[config.mk]
export PLATFORM = sky130hd
export DESIGN_NAME = mac_dot_ctrl
export DESIGN_NICKNAME = d
export VERILOG_FILES = /design/src/rtl/mac_dot_ctrl.sv
export SDC_FILE = /design/constraint.sdc
export NUM_CORES = 1
export LEC_CHECK = 0
export CORE_ASPECT_RATIO = 1.75
export CORE_MARGIN = 2
export CORE_UTILIZATION = 45
export DETAILED_ROUTE_END_ITERATION = 8
export PLACE_DENSITY_LB_ADDON = 0.08
export RECOVER_POWER = 50
export REMOVE_ABC_BUFFERS = 1
export SLEW_MARGIN = 40
export SYNTH_ARGS = -nofsm -noshare
export SYNTH_HDL_FRONTEND = slang
export SYNTH_SLANG_ARGS = --single-unit
[constraint.sdc]
create_clock -name clk -period 1.95 [get_ports clk]
set_input_delay 0.39 -clock clk [delete_from_list [all_inputs] [get_ports clk]]
set_output_delay 0.39 -clock clk [all_outputs]
set_load 0.1 [all_outputs]
[src/rtl/mac_dot_ctrl.sv]
// Dot-product sequencer for a single `mac` unit: one MAC op per (a,b) pair, partial sum chained via data_c.
// Optional bias pre-load per vector is enabled with `define MAC_BIAS_EN.
module mac_dot_ctrl #(
  parameter int A_BITWIDTH   = 8,
  parameter int OUT_BITWIDTH = 20,
  parameter int C_BITWIDTH   = OUT_BITWIDTH - 1,
  parameter int VEC_LEN      = 16,
  parameter int CNT_W        = $clog2(VEC_LEN + 1)
) (
  input  logic                    clk,
  input  logic                    rstn,
  input  logic                    in_valid,
  output logic                    in_ready,
  input  logic [A_BITWIDTH-1:0]   in_a,
  input  logic [A_BITWIDTH-1:0]   in_b,
  output logic                    out_valid,
  input  logic                    out_ready,
  output logic [OUT_BITWIDTH-1:0] out_data,
  output logic                    out_ovf,
`ifdef MAC_BIAS_EN
  input  logic                    bias_valid,
  output logic                    bias_ready,
  input  logic [A_BITWIDTH-1:0]   bias,
`endif
  output logic                    mac_en,
  output logic                    mac_add,
  output logic [A_BITWIDTH-1:0]   mac_a,
  output logic [A_BITWIDTH-1:0]   mac_b,
  output logic [C_BITWIDTH-1:0]   mac_c,
  input  logic                    mac_done,
  input  logic [OUT_BITWIDTH-1:0] mac_out
);

  localparam logic [1:0] IDLE  = 2'd0;
  localparam logic [1:0] ISSUE = 2'd1;
  localparam logic [1:0] DRAIN = 2'd2;
  localparam logic [1:0] OUT   = 2'd3;

  localparam logic signed [OUT_BITWIDTH-1:0] C_MAX = OUT_BITWIDTH'((1 << (C_BITWIDTH - 1)) - 1);
  localparam logic signed [OUT_BITWIDTH-1:0] C_MIN = ~C_MAX;

  logic [1:0]                     state_q, state_d;
  logic [CNT_W-1:0]               cnt_q, cnt_d;
  logic signed [OUT_BITWIDTH-1:0] acc_q, acc_d;
  logic                           ovf_q, ovf_d;
  logic                           idle_q, idle_d;
  logic                           mac_en_q, mac_en_d;
  logic                           mac_add_q, mac_add_d;
  logic [A_BITWIDTH-1:0]          mac_a_q, mac_a_d;
  logic [A_BITWIDTH-1:0]          mac_b_q, mac_b_d;
  logic                           out_valid_q, out_valid_d;
  logic [OUT_BITWIDTH-1:0]        out_data_q, out_data_d;
  logic                           out_ovf_q, out_ovf_d;
  logic                           clamp_hi, clamp_lo;
`ifdef MAC_BIAS_EN
  logic                           bias_done_q, bias_done_d;
  logic                           bias_pending;
`endif

  assign clamp_hi = (acc_q > C_MAX);
  assign clamp_lo = (acc_q < C_MIN);

  always_comb begin
    mac_c = acc_q[C_BITWIDTH-1:0];
    if (clamp_hi) mac_c = C_MAX[C_BITWIDTH-1:0];
    if (clamp_lo) mac_c = C_MIN[C_BITWIDTH-1:0];
  end

  // idle_q mirrors state==IDLE but is held low during reset so in_ready reads 0 then.
`ifdef MAC_BIAS_EN
  assign bias_pending = !bias_done_q && (cnt_q == '0);
  assign bias_ready   = idle_q && !mac_done && bias_pending;
  assign in_ready     = idle_q && !mac_done && !bias_pending;
`else
  assign in_ready     = idle_q && !mac_done;
`endif

  always_comb begin
    state_d     = state_q;
    cnt_d       = cnt_q;
    acc_d       = acc_q;
    ovf_d       = ovf_q;
    mac_en_d    = mac_en_q;
    mac_add_d   = mac_add_q;
    mac_a_d     = mac_a_q;
    mac_b_d     = mac_b_q;
    out_valid_d = out_valid_q;
    out_data_d  = out_data_q;
    out_ovf_d   = out_ovf_q;
`ifdef MAC_BIAS_EN
    bias_done_d = bias_done_q;
`endif
    case (state_q)
      IDLE: begin
`ifdef MAC_BIAS_EN
        if (bias_valid && bias_ready) begin
          mac_a_d     = bias;
          mac_b_d     = '0;
          mac_add_d   = 1'b1;
          mac_en_d    = 1'b1;
          bias_done_d = 1'b1;
          state_d     = ISSUE;
        end else
`endif
        if (in_valid && in_ready) begin
          mac_a_d   = in_a;
          mac_b_d   = in_b;
          mac_add_d = 1'b0;
          mac_en_d  = 1'b1;
          state_d   = ISSUE;
        end
      end
      ISSUE: begin
        if (mac_done) begin
          acc_d    = mac_out;
          if (!mac_add_q) cnt_d = cnt_q + CNT_W'(1);
          if (clamp_hi || clamp_lo) ovf_d = 1'b1;
          mac_en_d = 1'b0;
          state_d  = DRAIN;
        end
      end
      DRAIN: begin
        if (!mac_done) begin
          if (cnt_q == CNT_W'(VEC_LEN)) begin
            out_valid_d = 1'b1;
            out_data_d  = acc_q;
            out_ovf_d   = ovf_q;
            state_d     = OUT;
          end else begin
            state_d = IDLE;
          end
        end
      end
      default: begin
        if (out_ready) begin
          acc_d       = '0;
          cnt_d       = '0;
          ovf_d       = 1'b0;
          out_valid_d = 1'b0;
          state_d     = IDLE;
`ifdef MAC_BIAS_EN
          bias_done_d = 1'b0;
`endif
        end
      end
    endcase
    idle_d = (state_d == IDLE);
  end

  always_ff @(posedge clk or negedge rstn) begin
    if (!rstn) begin
      state_q     <= IDLE;
      cnt_q       <= '0;
      acc_q       <= '0;
      ovf_q       <= 1'b0;
      idle_q      <= 1'b0;
      mac_en_q    <= 1'b0;
      mac_add_q   <= 1'b0;
      mac_a_q     <= '0;
      mac_b_q     <= '0;
      out_valid_q <= 1'b0;
      out_data_q  <= '0;
      out_ovf_q   <= 1'b0;
`ifdef MAC_BIAS_EN
      bias_done_q <= 1'b0;
`endif
    end else begin
      state_q     <= state_d;
      cnt_q       <= cnt_d;
      acc_q       <= acc_d;
      ovf_q       <= ovf_d;
      idle_q      <= idle_d;
      mac_en_q    <= mac_en_d;
      mac_add_q   <= mac_add_d;
      mac_a_q     <= mac_a_d;
      mac_b_q     <= mac_b_d;
      out_valid_q <= out_valid_d;
      out_data_q  <= out_data_d;
      out_ovf_q   <= out_ovf_d;
`ifdef MAC_BIAS_EN
      bias_done_q <= bias_done_d;
`endif
    end
  end

  assign mac_en    = mac_en_q;
  assign mac_add   = mac_add_q;
  assign mac_a     = mac_a_q;
  assign mac_b     = mac_b_q;
  assign out_valid = out_valid_q;
  assign out_data  = out_data_q;
  assign out_ovf   = out_ovf_q;

endmodule

==> run_results.csv, run 1 <==
group,metric,value,unit
clock_tree,cts_tree,"yes",
die,placementRows,39,
timing,worst_slack,60.6,ps
drt,drt_pass1_iterations,4,
timing,fin_crit_sh,0.969,
global_route,grt_pass1_wl,11500,um
yosys,synth_seq_area_share,0.552,
clock_tree,clock_sinks,68,
run_status,violations,"capacitance limit, slew limit",
placement,gp_congestion,0.813,
yosys,syn-cell-area,3080,sq um
critical_path,critical_path_class,"register to output pin",
yosys,synth-warning-count,0,
die,dieWidth,66.6,um
timing,final.min_clock_period,1890,ps
placement,port_buffers,99,
die,die-area,7550,sq um
die,initial_utilization,0.468,
layout,finalNetCount,361,
yosys,synth_edf_count,0,
layout,synthToLayoutAreaGrowth,45.4,%
yosys,syn_inst,212,
die,core_area,6590,sq um
timing,holdWs,472,ps
timing,slew_violations,69,
yosys,synth-seq-cells,68,
layout,design_area,4480,sq um
yosys,ys_async_sr_fraction,1.00,
layout,mostFrequentLayoutCells,"dfrtp_1 (68), clkdlybuf4s50_1 (39), clkbuf_2 (29)",
global_route,grt_usage,0.204,
timing,slew_headroom,-0.0891,
job,cap_violations,1,
drt,vias_per_cell,5.18,
global_route,grt_pass1_vias,2185,
layout,diodes,0,
critical_path,worst_setup_path_end_kind,"output pin",
timing,setup_violations,0,
critical_path,crit_path_start,"acc_q[19]",
critical_path,cp_data_required_time,1560,ps
placement,postPlaceCellArea,4280,sq um
clock_tree,post_cts_buffers,0,
layout,final_common_cell,"dfrtp_1",
critical_path,r2r_start,"cnt_q[0]",
timing,max_freq,529,MHz
critical_path,cp_max_fo,18,
critical_path,startpoint_type,"register",
clock_tree,clk-insertion-delay-late,330,ps
clock_tree,htreeDepth,3,
drt,drc,0,
critical_path,arrival,1500,ps
clock_tree,clock_path_buffers,2,
drt,routed_wl,7110,um
layout,fin_cells,404,
clock_tree,cts-root-buf,"clkbuf_16",
run_status,status,"finished with violations",
placement,dp_hpwl,4970,um
die,io_pins,101,
yosys,synth.distinct_cells,42,
timing,finalHoldViolations,0,
clock_tree,hold_buffers,0,
timing,tightestPinTransition,1630,ps
timing,finClkSkew,6.65,ps
global_route,gr-total-overflow,0,
timing,rsz0062_at_grt,"no",
yosys,syn_area_per_cell,14.5,sq um
global_route,grt_start_max_net_pins,69,
drt,drt_iter0_markers,137,
layout,layout-drive-gt1-share,0.410,
clock_tree,numCtsBuffers,9,
placement,pre_cts_ws,-4.81,ps
hold_path,hp-class,"register to register",
yosys,synth-main-ff-cell,"dfrtp_1",
drt,drtAntennaViolNets,0,
placement,dp.cells,389,
hold_path,hold_start,"cnt_q[4]",
die,fp.dieH,113,um
drt,vias,2094,
clock_tree,clk_pin_slew,60,ps
global_route,antenna_found_initial,0,
drt,wl_per_cell,17.6,um
==> registers in the layout (all words and copies together) (netlist names) <==
register and cells:
out_ovf 1, acc_q 20, mac_en 1, ovf_q 1, mac_b 8, out_data 20, mac_a 8, cnt_q 5
out_valid 1, idle_q 1, state_q 2
==> per-stage QoR <==
stage / utilization / setup TNS (ps)
final: 0.680 / 0
after global routing: 0.680 / 0
after CTS: 0.692 / 0
after detailed placement: 0.649 / -4.81
after global placement: 0.649 / 0
after floorplan: - / -16220
==> kinds of logic after synthesis <==
group,share of synthesized area
flops,0.552
fa+ha+maj,0.0666
buf+inv,0.0503
other cells,0.00122
mux,0.178
compound gates,0.0991
simple gates,0.0499
xor+xnor,0.00284
==> final cells by class <==
class / count / area (sq um)
Fill cell: 498 / 2110
Sequential cell: 68 / 1700
Multi-Input combinational cell: 121 / 1230
Timing Repair Buffer: 112 / 1140
Clock buffer: 13 / 250
Tap cell: 82 / 103
Clock inverter: 2 / 35.0
Inverter: 6 / 22.5
==> routing by layer <==
metal	global-route usage	wire, um	up-vias
li1	-	-	990
met1	0.258	2910	1012
met2	0.327	3590	78
met3	0.0424	406	14
met4	0.103	199	0
met5	0	0	-
==> final timing paths <==
path / cells past startpoint / endpoint / slack [ps]
min in group asynchronous: 2 / out_data[4] / 540
max in group asynchronous: 2 / out_data[7] / 410
hold reg to reg: 1 / cnt_q[4] / 470
hold / removal: 1 / cnt_q[4] / 470
setup reg to reg: 6 / out_ovf / 270
setup / recovery: 4 / mac_c[16] / 60
==> cells in the mapped netlist, types with 2 or more instances <==
cell	number	area share
nand2_1	5	0.0061
buf_1	3	0.0037
buf_6	5	0.018
a311oi_1	2	0.0057
ha_1	2	0.0081
nor2_4	2	0.0073
buf_4	3	0.0073
a22oi_1	5	0.012
inv_1	5	0.0061
mux2_2	10	0.037
mux2i_1	3	0.0097
clkbuf_1	2	0.0024
buf_2	3	0.0049
o2bb2ai_1	6	0.017
maj3_1	18	0.058
dfrtp_1	68	0.55
a22o_1	16	0.045
a21oi_1	2	0.0032
nand4_1	2	0.0041
nor2_1	2	0.0024
mux2_4	27	0.13
==> critical path, stage by stage, from the launching register on <==
cell,delay [ps]
dfrtp_1,360
clkinv_1,80
buf_6,170
maj3_1,380
buf_12,190
==> repair_timing <==
| item | in CTS | in global routing |
|---|---|---|
| gates resized for setup | 0 | 6 |
| hold endpoints to repair | 0 | 0 |
| endpoints found under the setup margin | 0 | 17 |
Power of run 1 is left out: the tool's default activity adds up to more than one toggle a clock period on the data nets, which glitch-free logic cannot reach.
==> inputs of run 2 (changes only) <==
Settings changed: CORE_ASPECT_RATIO 1.75 to 0.9, REMOVE_ABC_BUFFERS 1 to not set.
==> run_results.csv, run 2 (synthesis gave the netlist of run 1 again) <==
group,metric,value,unit
run_status,status,"finished clean",
drt,vias_per_cell,5.21,
critical_path,r2r-end,"out_data[14]",
die,dieWidth,91.2,um
die,io_pins,101,
timing,final.min_clock_period,1910,ps
drt,drt_pass1_iterations,4,
critical_path,worst_setup_path_end_kind,"output pin",
clock_tree,cts-root-buf,"clkbuf_8",
timing,max_freq,524,MHz
critical_path,critical_path_class,"register to output pin",
timing,setup_tns,0,ps
layout,diodes,0,
die,die-area,7530,sq um
critical_path,path_cells,"buf_6 > maj3_1 > buf_12",
job,cap_violations,0,
timing,setup_violations,0,
clock_tree,clk_pin_slew,70,ps
drt,drc,0,
hold_path,min_path_cells,2,
global_route,gr-total-overflow,0,
clock_tree,clock_sinks,68,
drt,drtAntennaViolNets,0,
layout,layout-drive-gt1-share,0.451,
critical_path,startpoint_type,"register",
die,initial_utilization,0.468,
global_route,antenna_found_initial,0,
hold_path,hold_end,"out_valid",
placement,dp_hpwl,4960,um
die,fp.dieH,82.5,um
layout,synthToLayoutAreaGrowth,45.7,%
timing,tightestPinTransition,1140,ps
critical_path,r2r_slack,210,ps
critical_path,reg2reg_depth,6,
drt,wl_per_cell,16.8,um
timing,slew_headroom,0.238,
drt,routed_wl,6990,um
critical_path,slowest_delay,420,ps
timing,slew_violations,0,
layout,finalNetCount,364,
clock_tree,cts_tree,"yes",
placement,port_buffers,99,
layout,mostFrequentLayoutCells,"dfrtp_1 (67), clkdlybuf4s50_1 (39), mux2_4 (27)",
hold_path,hold_start,"out_valid",
global_route,grt_start_max_net_pins,27,
critical_path,cp_max_fo,16,
global_route,grt_pass1_wl,11200,um
layout,utilization,0.682,
placement,pre_cts_ws,-22.9,ps
clock_tree,numCtsBuffers,9,
drt,vias,2168,
layout,final_common_cell,"dfrtp_1",
placement,gp_congestion,0.789,
timing,holdWs,485,ps
die,placementRows,28,
critical_path,r2r_start,"cnt_q[0]",
critical_path,crit_path_top_delay_cell,"dfrtp_2",
clock_tree,clk-insertion-delay-late,340,ps
critical_path,cp_data_required_time,1560,ps
die,core_area,6590,sq um
timing,fin_crit_sh,0.979,
yosys,synth_nets,255,
timing,rsz0062_at_grt,"yes",
drt,drt_iter0_markers,69,
global_route,grt_usage,0.195,
global_route,grt_pass1_vias,2182,
timing,finClkSkew,7.41,ps
clock_tree,htreeDepth,3,
hold_path,hp-class,"register to register",
critical_path,arrival,1520,ps
critical_path,crit_path_start,"acc_q[18]",
timing,finalHoldViolations,0,
timing,worst_slack,40.3,ps
clock_tree,clock_path_buffers,2,
run 2: how the worst max path moves through the flow:
| stage | end | slack, ps | cells after the start |
|---|---|---|---|
| global route | mac_c[13] | -9 | 3 |
| finish | mac_c[5] | 40 | 3 |
| CTS | mac_c[8] | -2 | 4 |
| global placement | mac_a[2] | 7 | 4 |
| floorplan | mac_c[10] | -2 | 3 |
| detailed placement | mac_b[4] | -20 | 4 |
run 2: final cells by class:
class                   instances  area (sq um)
fillers                       511          2100
flip-flops and latches         68          1700
multi-input cells             121          1240
repair buffers                115          1210
clock buffers                  10           138
well taps                      90           113
clock inverters                 6          63.8
inverters                       6          22.5
run 2: timing repair:
| action | in CTS | in global routing |
|---|---|---|
| gates resized for setup | 3 | 12 |
| setup buffers | 2 | 0 |
| endpoints found under the setup margin | 14 | 18 |
| hold endpoints to repair | 14 | 0 |
| hold buffers | 1 | 0 |
run 2: worst max-delay path: cells and delay by family, from the launching register on:
kind / cells / cell delay [ps]
adders and majority gates: 1 / 400
buffers and inverters: 2 / 360
DFF: 1 / 420
run 2: routing by layer:
layer | up-vias | part of all wire | global-route usage
met2 | 73 | 0.48 | 0.304
met3 | 9 | 0.069 | 0.0699
met5 | - | 0 | 0
met4 | 0 | 0.010 | 0.0591
met1 | 1097 | 0.44 | 0.259
li1 | 989 | - | -
run 2: metrics by stage:
step / cell area, sq um / cells
finish: 4490 / 416
floorplan: 3080 / 212
CTS: 4530 / 416
global route: 4490 / 416
global placement: 4300 / 397
detailed placement: 4300 / 397
Power of run 2 is left out for the same reason.
